`config.mk`:
```
export PLATFORM = sky130hd
export DESIGN_NAME = xvga_scan_timing
export DESIGN_NICKNAME = d
export VERILOG_FILES = /design/src/rtl/xvga_scan_timing.sv
export SDC_FILE = /design/constraint.sdc
export NUM_CORES = 1
export LEC_CHECK = 0
export CORE_MARGIN = 2
export CORE_UTILIZATION = 40
export CTS_BUF_LIST = sky130_fd_sc_hd__clkbuf_4 sky130_fd_sc_hd__clkbuf_8 sky130_fd_sc_hd__clkbuf_16
export DETAILED_ROUTE_END_ITERATION = 16
export DONT_BUFFER_PORTS = 1
export HOLD_SLACK_MARGIN = 0.06
export PLACE_DENSITY_LB_ADDON = 0.12
export SYNTH_ARGS = -nofsm -noshare
export SYNTH_HDL_FRONTEND = slang
export SYNTH_SLANG_ARGS = --single-unit
```
`constraint.sdc`:
```
create_clock -name vclock -period 1.9 [get_ports vclock]
set_input_delay 0.19 -clock vclock [delete_from_list [all_inputs] [get_ports vclock]]
set_output_delay 0.19 -clock vclock [all_outputs]
set_load 0.01 [all_outputs]
```
`src/rtl/xvga_scan_timing.sv`:
```
// 1024x768@60 raster timing generator and pipeline-aligned VGA output stage.
// Latency: hcount/vcount/sync/blank are registered together; vga_* trail the coordinates by PIPE_DELAY+1 clocks.
// Backpressure: none; the raster free-runs and pixel_in is sampled every clock.
module xvga_scan_timing #(
  parameter int H_ACTIVE   = 1024,
  parameter int H_FP       = 24,
  parameter int H_SYNC     = 136,
  parameter int H_BP       = 160,
  parameter int V_ACTIVE   = 768,
  parameter int V_FP       = 3,
  parameter int V_SYNC     = 6,
  parameter int V_BP       = 29,
  parameter int PIPE_DELAY = 1
) (
  input  logic        vclock,
  input  logic        reset,
  output logic [10:0] hcount,
  output logic [10:0] vcount,
  output logic        hsync,
  output logic        vsync,
  output logic        blank,
  output logic        frame_start,
  input  logic [23:0] pixel_in,
  output logic [23:0] vga_rgb,
  output logic        vga_hsync,
  output logic        vga_vsync,
  output logic        vga_blank
);

  localparam int H_TOTAL = H_ACTIVE + H_FP + H_SYNC + H_BP;
  localparam int V_TOTAL = V_ACTIVE + V_FP + V_SYNC + V_BP;

  localparam logic [10:0] H_LAST = 11'(H_TOTAL - 1);
  localparam logic [10:0] V_LAST = 11'(V_TOTAL - 1);
  localparam logic [10:0] H_ACT  = 11'(H_ACTIVE);
  localparam logic [10:0] V_ACT  = 11'(V_ACTIVE);
  localparam logic [10:0] HS_BEG = 11'(H_ACTIVE + H_FP);
  localparam logic [10:0] HS_END = 11'(H_ACTIVE + H_FP + H_SYNC);
  localparam logic [10:0] VS_BEG = 11'(V_ACTIVE + V_FP);
  localparam logic [10:0] VS_END = 11'(V_ACTIVE + V_FP + V_SYNC);

  // Stage 0 of the delay line is the raw {hsync, vsync, blank} register
  // itself, so the tap at PIPE_DELAY lines up with the coordinates that
  // pixel_in currently represents.
  localparam logic [2:0] RAW_RST  = 3'b110;
  localparam logic [2:0] IDLE_SIG = 3'b111;

  logic [10:0] hcount_q, hcount_d;
  logic [10:0] vcount_q, vcount_d;
  logic        frame_start_q, frame_start_d;
  logic [2:0]  raw_d;
  logic [2:0]  dly_q [0:PIPE_DELAY];
  logic [2:0]  tap;
  logic [23:0] vga_rgb_q;
  logic        vga_hsync_q, vga_vsync_q, vga_blank_q;

  // Next raster position; frame_start flags the wrap from the last pixel back to (0,0).
  always_comb begin
    hcount_d      = hcount_q + 11'd1;
    vcount_d      = vcount_q;
    frame_start_d = 1'b0;
    if (hcount_q == H_LAST) begin
      hcount_d = '0;
      if (vcount_q == V_LAST) begin
        vcount_d      = '0;
        frame_start_d = 1'b1;
      end else begin
        vcount_d = vcount_q + 11'd1;
      end
    end
  end

  // Raw sync/blank decoded from the next position so they register in step with the counters.
  always_comb begin
    raw_d    = IDLE_SIG;
    raw_d[2] = !((hcount_d >= HS_BEG) && (hcount_d < HS_END));
    raw_d[1] = !((vcount_d >= VS_BEG) && (vcount_d < VS_END));
    raw_d[0] = (hcount_d >= H_ACT) || (vcount_d >= V_ACT);
  end

  // Raster counters, raw timing register and sync/blank delay line.
  always_ff @(posedge vclock) begin
    if (reset) begin
      hcount_q      <= '0;
      vcount_q      <= '0;
      frame_start_q <= 1'b0;
      dly_q[0]      <= RAW_RST;
      for (int i = 1; i <= PIPE_DELAY; i++) begin
        dly_q[i] <= IDLE_SIG;
      end
    end else begin
      hcount_q      <= hcount_d;
      vcount_q      <= vcount_d;
      frame_start_q <= frame_start_d;
      dly_q[0]      <= raw_d;
      for (int i = 1; i <= PIPE_DELAY; i++) begin
        dly_q[i] <= dly_q[i-1];
      end
    end
  end

  assign tap = dly_q[PIPE_DELAY];

  // Output register: colour is forced black whenever the matching blank is set.
  always_ff @(posedge vclock) begin
    if (reset) begin
      vga_rgb_q   <= '0;
      vga_hsync_q <= 1'b1;
      vga_vsync_q <= 1'b1;
      vga_blank_q <= 1'b1;
    end else begin
      vga_rgb_q   <= tap[0] ? 24'h000000 : pixel_in;
      vga_hsync_q <= tap[2];
      vga_vsync_q <= tap[1];
      vga_blank_q <= tap[0];
    end
  end

  assign hcount      = hcount_q;
  assign vcount      = vcount_q;
  assign hsync       = dly_q[0][2];
  assign vsync       = dly_q[0][1];
  assign blank       = dly_q[0][0];
  assign frame_start = frame_start_q;
  assign vga_rgb     = vga_rgb_q;
  assign vga_hsync   = vga_hsync_q;
  assign vga_vsync   = vga_vsync_q;
  assign vga_blank   = vga_blank_q;

endmodule

```
==> qor.yml, run 1 <==
status: "completed"
diodes: 0
finalPower_w: 0.002273
synth_cell_types: 54
cts_root_buf: "clkbuf_8"
ir_worst_vdd_mv: 0.3710
routed_wl_um: 5668
seq_area_frac_synth_pct: 46.67
critical_path_class: "reg -> reg"
leakage_nw: 1.292
die_area_um2: 6641
yosysMostFrequentCell: "dfxtp_1"
hp-class: "in -> reg"
grt_max_degree: 26
syn2layout_area_growth_pct: 33.13
cts.clk_slew.worst_paths_ns: 0.10
num_io_pins: 79
drv_slew: 0
start_util_pct: 41.06
yosysTopAreaCellShare_pct: 46.67
fin_cells: 392
fin_util_pct: 54.66
clock-sinks: 56
vias: 1944
cts_buffer_depth: 2
synthTopCellsByCount: "56 x dfxtp_1, 31 x nor2_1, 27 x and2_1"
ys_ff_latch: 56
die_width_um: 81.50
finalCritPeriodShare_pct: 98.82
grt-ovfl-total: 0
setup_violations: 0
antenna_found_initial: 0
power_density_nw_per_um2: 710.6
htree_levels: 2
max-cap-violations: 0
fp-row-count: 28
worst_pin_slew_ns: 0.7653
grt_pass1_wl_um: 8728
fp.dieH_um: 81.50
cp.required_ns: 2.14
cp_max_fo: 6
postSynthAreaPerCell_um2: 9.609
cts_tree: "yes"
syn-cell-area_um2: 2402
startpoint_type: "flop"
rsz0062_at_grt: "true"
yosysTopAreaCell: "dfxtp_1"
dp_hpwl_um: 3996
grt_util_all_layers_pct: 17.10
fin_skew_ns: 0.008713
place_congestion: 0.7766
ys_async_sr_fraction_pct: 0
core_um2: 5851
finalHoldViolCount: 0
grt_pass1_vias: 1791
drt_iter0_drc: 88
syn_inst: 250
finish.instance_area_um2: 3198
synth_warnings: 0
cts_made_buffers: 5
cp_data_arrival_time_ns: 2.12
syn_nets: 280
synth_area_leaders: "dfxtp_1 47%, and2_1 7.0%, nor2_1 4.8%"
placed_area_um2: 2754
port_buffers: 0
clock_latency_ns: 0.31
max_freq_ghz: 0.5326
layout.nets: 347
fin_tns_setup_ns: 0
first_pass_iters: 4
drc: 0
synth_edf_count: 0
fin_crit_ns: 1.878
crit_path_end_kind: "flop"
relSlewSlack_pct: 48.81
dpl.cell_count: 355
drive_gt1_share_pct: 26.81
post_drt_wl_per_cell_um: 14.46
via_per_inst: 4.959
synth_top_flop_cell: "dfxtp_1"
ant_nets: 0
==> per-stage QoR <==
stage | hold slack (ns) | worst slack (ns)
2_1_floorplan | 0.2542 | -0.002721
3_3_place_gp | 0.2606 | -0.04980
3_5_place_dp | 0.2626 | -0.09972
4_1_cts | 0.08030 | 0.0007945
5_1_grt | 0.08251 | -0.09763
6_report | 0.08613 | 0.02237
==> critical path: stages, from the launching register on <==
cell,delay (ns)
dfxtp_4,0.35
or3b_4,0.42
o41a_1,0.40
a31oi_2,0.20
o21ai_1,0.10
and2_4,0.17
o2111ai_2,0.17
==> layer usage <==
metal | vias up | routed length (um) | part of all wire, % | GRT usage, %
met3 | 5 | 454 | 8.0 | 4.725
met2 | 74 | 2519 | 44 | 27.38
li1 | 982 | - | - | -
met1 | 883 | 2640 | 47 | 22.60
met4 | 0 | 53 | 0.94 | 4.746
met5 | - | 0 | 0 | 0
==> state kept, by name, indices dropped and copies added, names as in the netlist <==
register	count
dly_q	6
vga_blank	1
frame_start	1
hcount	11
vga_hsync	1
vga_vsync	1
vcount	11
vga_rgb	24
==> worst paths after layout <==
path / start / endpoint / slack (ns) / cells after the start
max: hcount[10]$_SDFF_PP0_ / dly_q[0][1]$_SDFF_PP1_ / 0.02 / 6
min: reset / vcount[9]$_SDFF_PP0_ / 0.09 / 2
max reg2reg: hcount[10]$_SDFF_PP0_ / dly_q[0][1]$_SDFF_PP1_ / 0.02 / 6
min reg2reg: dly_q[0][5]$_SDFF_PP1_ / vga_hsync$_SDFF_PP1_ / 0.42 / 1
==> where the power goes <==
part	switching [W]	leakage, nW	internal [W]
Sequential	0.0000341	0.461	0.00121
Combinational	0.0000776	0.769	0.000105
Clock	0.000380	0.0624	0.000466
==> placed cells by master, fill, tap and decap left out, types with 2 or more instances in the layout <==
master / count
a21oi_1: 3
or2_2: 6
dfxtp_2: 4
clkbuf_8: 5
nand4_1: 8
nor4_4: 3
nor2b_1: 2
xor2_1: 8
nand3_1: 7
dfxtp_1: 48
dlygate4sd3_1: 26
or3_1: 2
inv_1: 5
and3_1: 2
a32oi_1: 2
ha_1: 3
nand3b_1: 4
and4_1: 3
dfxtp_4: 4
o21ai_0: 3
nor3_1: 6
buf_4: 48
mux2i_1: 2
o21ai_1: 2
and2_1: 27
a41oi_1: 2
nand2_1: 14
xnor2_1: 8
nor2_1: 31
==> cells by family (layout without fill, tap and decap cells) <==
kind of cell	after synthesis	after routing	share of synthesized area (%)
mux	3	3	1.302
flops	56	56	46.67
fa+ha+maj	4	4	2.083
buf+inv	21	88	6.562
simple gates	126	126	29.95
compound gates	24	24	7.605
xor+xnor	16	16	5.834
==> area by class of cell <==
type | instances | area (um^2)
Clock inverter | 1 | 30.03
Timing Repair Buffer | 76 | 651.9
Clock buffer | 6 | 93.84
Inverter | 5 | 18.77
Multi-Input combinational cell | 173 | 1169
Tap cell | 75 | 93.84
Fill cell | 520 | 2653
Sequential cell | 56 | 1141
==> timing repair <==
action | in CTS | in global routing
hold endpoints to repair | 47 | 0
resized for setup | 4 | 5
endpoints found under the setup margin | 4 | 10
hold buffers | 26 | 0
pin swaps | 3 | 5
buffers inserted | 2 | 2
cloned | 0 | 0
Power figures use the tool's default switching activity.
==> run 2, diff against run 1 <==
Settings changed: GPL_TIMING_DRIVEN set to 0.
==> qor.yml, run 2 (synthesis results as in run 1) <==
grt_max_degree: 18  # -31%
dp_slack_ns: -0.3952  # -0.2955 ns
clock_latency_ns: 0.30  # about the same
cts_buffer_depth: 2  # unchanged
fill_cells: 515  # -0.96%
cts.clk_slew.worst_paths_ns: 0.10  # about the same
hp-class: "in -> reg"
die_width_um: 81.50  # unchanged
crit_cells: 7  # +1
largest_reg_flops: 24  # unchanged
grt_util_all_layers_pct: 16.36  # -0.75 points
cts_made_buffers: 5  # unchanged
placed_area_um2: 2535  # -8.0%
place_congestion: 0.7959  # +2.5%
first_pass_iters: 4  # unchanged
drc: 0  # unchanged
max_freq_ghz: 0.4886  # -8.3%
crit_path_start: "hcount[9]$_SDFF_PP0_"
cts_tree: "yes"
routed.top_layer: "met4"
setup_violations: 3  # +3
multiInputGateArea_um2: 1264  # +8.1%
die_area_um2: 6641  # unchanged
grt_pass1_wl_um: 8376  # -4.0%
cts_root_buf: "clkbuf_8"
grt-ovfl-total: 0  # unchanged
ir_worst_vdd_mv: 0.3699  # -0.29%
cp_data_arrival_time_ns: 2.27  # +0.15 ns
routed_wl_um: 5376  # -5.2%
fin_tns_setup_ns: -0.2248  # -0.2248 ns
drive_gt1_share_pct: 22.22  # -4.6 points
core_um2: 5851  # unchanged
wl_met2_um: 2540  # +0.83%
fin_crit_ns: 2.047  # +0.1692 ns
port_buffers: 0  # unchanged
final_cell_mix: "48 x dfxtp_1, 28 x nor2_1, 27 x and2_1"
cp.required_ns: 2.13  # about the same
drv_slew: 0  # unchanged
post_drt_wl_per_cell_um: 14.81  # +2.4%
diodes: 0  # unchanged
clock-sinks: 56  # unchanged
fp.dieH_um: 81.50  # unchanged
power_density_nw_per_um2: 679.2  # -4.4%
crit_family: "compound AO/OA/AOI/OAI gates"
seq_area_um2: 1141  # unchanged
leakage_nw: 1.123  # -13%
startpoint_type: "flop"
finalHoldViolCount: 0  # unchanged
ant_nets: 0  # unchanged
r2r_start: "hcount[9]$_SDFF_PP0_"
layout.nets: 317  # -8.6%
final_common_cell: "dfxtp_1"
crit_end: "dly_q[0][1]$_SDFF_PP1_"
critical_path_class: "reg -> reg"
fp-row-count: 28  # unchanged
start_util_pct: 41.06  # unchanged
relSlewSlack_pct: 62.44  # +14 points
syn2layout_area_growth_pct: 26.61
finalPower_w: 0.002066  # -9.1%
r2r_cells: 7  # +1
grt_pass1_vias: 1708  # -4.6%
worst_slack_ns: -0.1468  # -0.1692 ns
wl_met1_um: 2346  # -11%
fin_util_pct: 51.99  # -2.7 points
r2r-end: "dly_q[0][1]$_SDFF_PP1_"
path_buf_inv: 1  # +1
slowest_delay_ns: 0.39  # -0.03 ns
antenna_found_initial: 0  # unchanged
max-cap-violations: 0  # unchanged
drt_iter0_drc: 39  # -56%
r2r_slack_ns: -0.15  # -0.17 ns
violations: "setup timing"
cp_max_fo: 5  # -1
finalCritPeriodShare_pct: 107.7  # +8.9 points
finish.instance_area_um2: 3042  # -4.9%
wl_met3_um: 462  # +1.8%
via_per_inst: 5.091  # +2.7%
status: "finished with violations"
path_cells: "or3b_1 > buf_6 > o41a_1 > a31oi_2 > o21ai_1 > and2_4 > o2111ai_2"
num_io_pins: 79  # unchanged
htree_levels: 2  # unchanged
dp_hpwl_um: 3568  # -11%
vias: 1848  # -4.9%
crit_path_end_kind: "flop"
rsz0062_at_grt: "true"
fin_skew_ns: 0.006466  # -0.002247 ns
worst_pin_slew_ns: 0.5635  # -0.2018 ns
critPathSlowestCell: "or3b_1"
-- run 2: changes by cell type in the layout (fill, tap and decap cells not counted), moves of 2 or more --
| cell | change |
|---|---|
| buf_4 | -43 |
| clkbuf_1 | +7 |
| clkbuf_8 | +3 |
| nor2_1 | -3 |
| nor2_4 | +3 |
| buf_6 | +2 |
| clkbuf_2 | +2 |
| nand3_1 | -2 |
| nand3_2 | +2 |
| nor3_1 | -2 |
| nor3_2 | +2 |
-- run 2: worst min-delay path by stage --
stage | from | end | slack, ns | cells past startpoint
after floorplan | reset | hcount[1]$_SDFF_PP0_ | 0.25 | 1
after global placement | reset | hcount[1]$_SDFF_PP0_ | 0.26 | 1
after detailed placement | reset | hcount[1]$_SDFF_PP0_ | 0.26 | 1
after CTS | reset | vga_rgb[3]$_SDFF_PP0_ | 0.15 | 2
after global routing | reset | vga_rgb[0]$_SDFF_PP0_ | 0.16 | 2
final | reset | vga_rgb[0]$_SDFF_PP0_ | 0.15 | 2
-- run 2: repair_timing --
| item | in CTS | in global routing |
|---|---|---|
| endpoints found under the hold margin | 27 | 0 |
| resized for setup | 10 | 20 |
| pin swaps | 5 | 7 |
| cloned | 0 | 0 |
| setup buffers | 6 | 1 |
| endpoints found under the setup margin | 11 | 11 |
| hold buffers | 25 | 0 |
-- run 2: area by class of cell --
type                       instances  share of cell area [%]
clock buffer                       6                   2.509
tap                               75                   3.085
clock inverter                     2                  0.5348
timing repair buffer              32                   10.20
buffer                            14                   3.990
sequential                        56                   37.52
multi-input combinational        173                   41.55
inverter                           5                  0.6170
-- run 2: worst register-to-register path: stages, from the launching register on --
cell	delay [ns]
dfxtp_4	0.38
or3b_1	0.39
buf_6	0.15
o41a_1	0.37
a31oi_2	0.21
o21ai_1	0.11
and2_4	0.18
o2111ai_2	0.18
-- run 2: through the flow --
step           std cells  hold slack [ns]
6_report             363           0.1489
5_1_grt              363           0.1607
4_1_cts              363           0.1461
3_5_place_dp         325           0.2569
3_3_place_gp         325           0.2564
2_1_floorplan        250           0.2542
-- run 2: where the power goes --
part | leakage, nW | switching [W] | total, W | internal (W)
sequential | 0.461 | 0.0000460 | 0.00126 | 0.00121
combinational | 0.617 | 0.0000670 | 0.000156 | 0.0000894
clock | 0.0448 | 0.000375 | 0.000653 | 0.000277
total | 1.12 | 0.000488 | 0.00207 | 0.00158
-- run 2: per-layer routing --
layer  vias to the layer above  track usage (%)
li1                        920                -
met1                       856            20.88
met2                        70            26.72
met3                         2            4.945
met4                         0            4.576
met5                         -                0
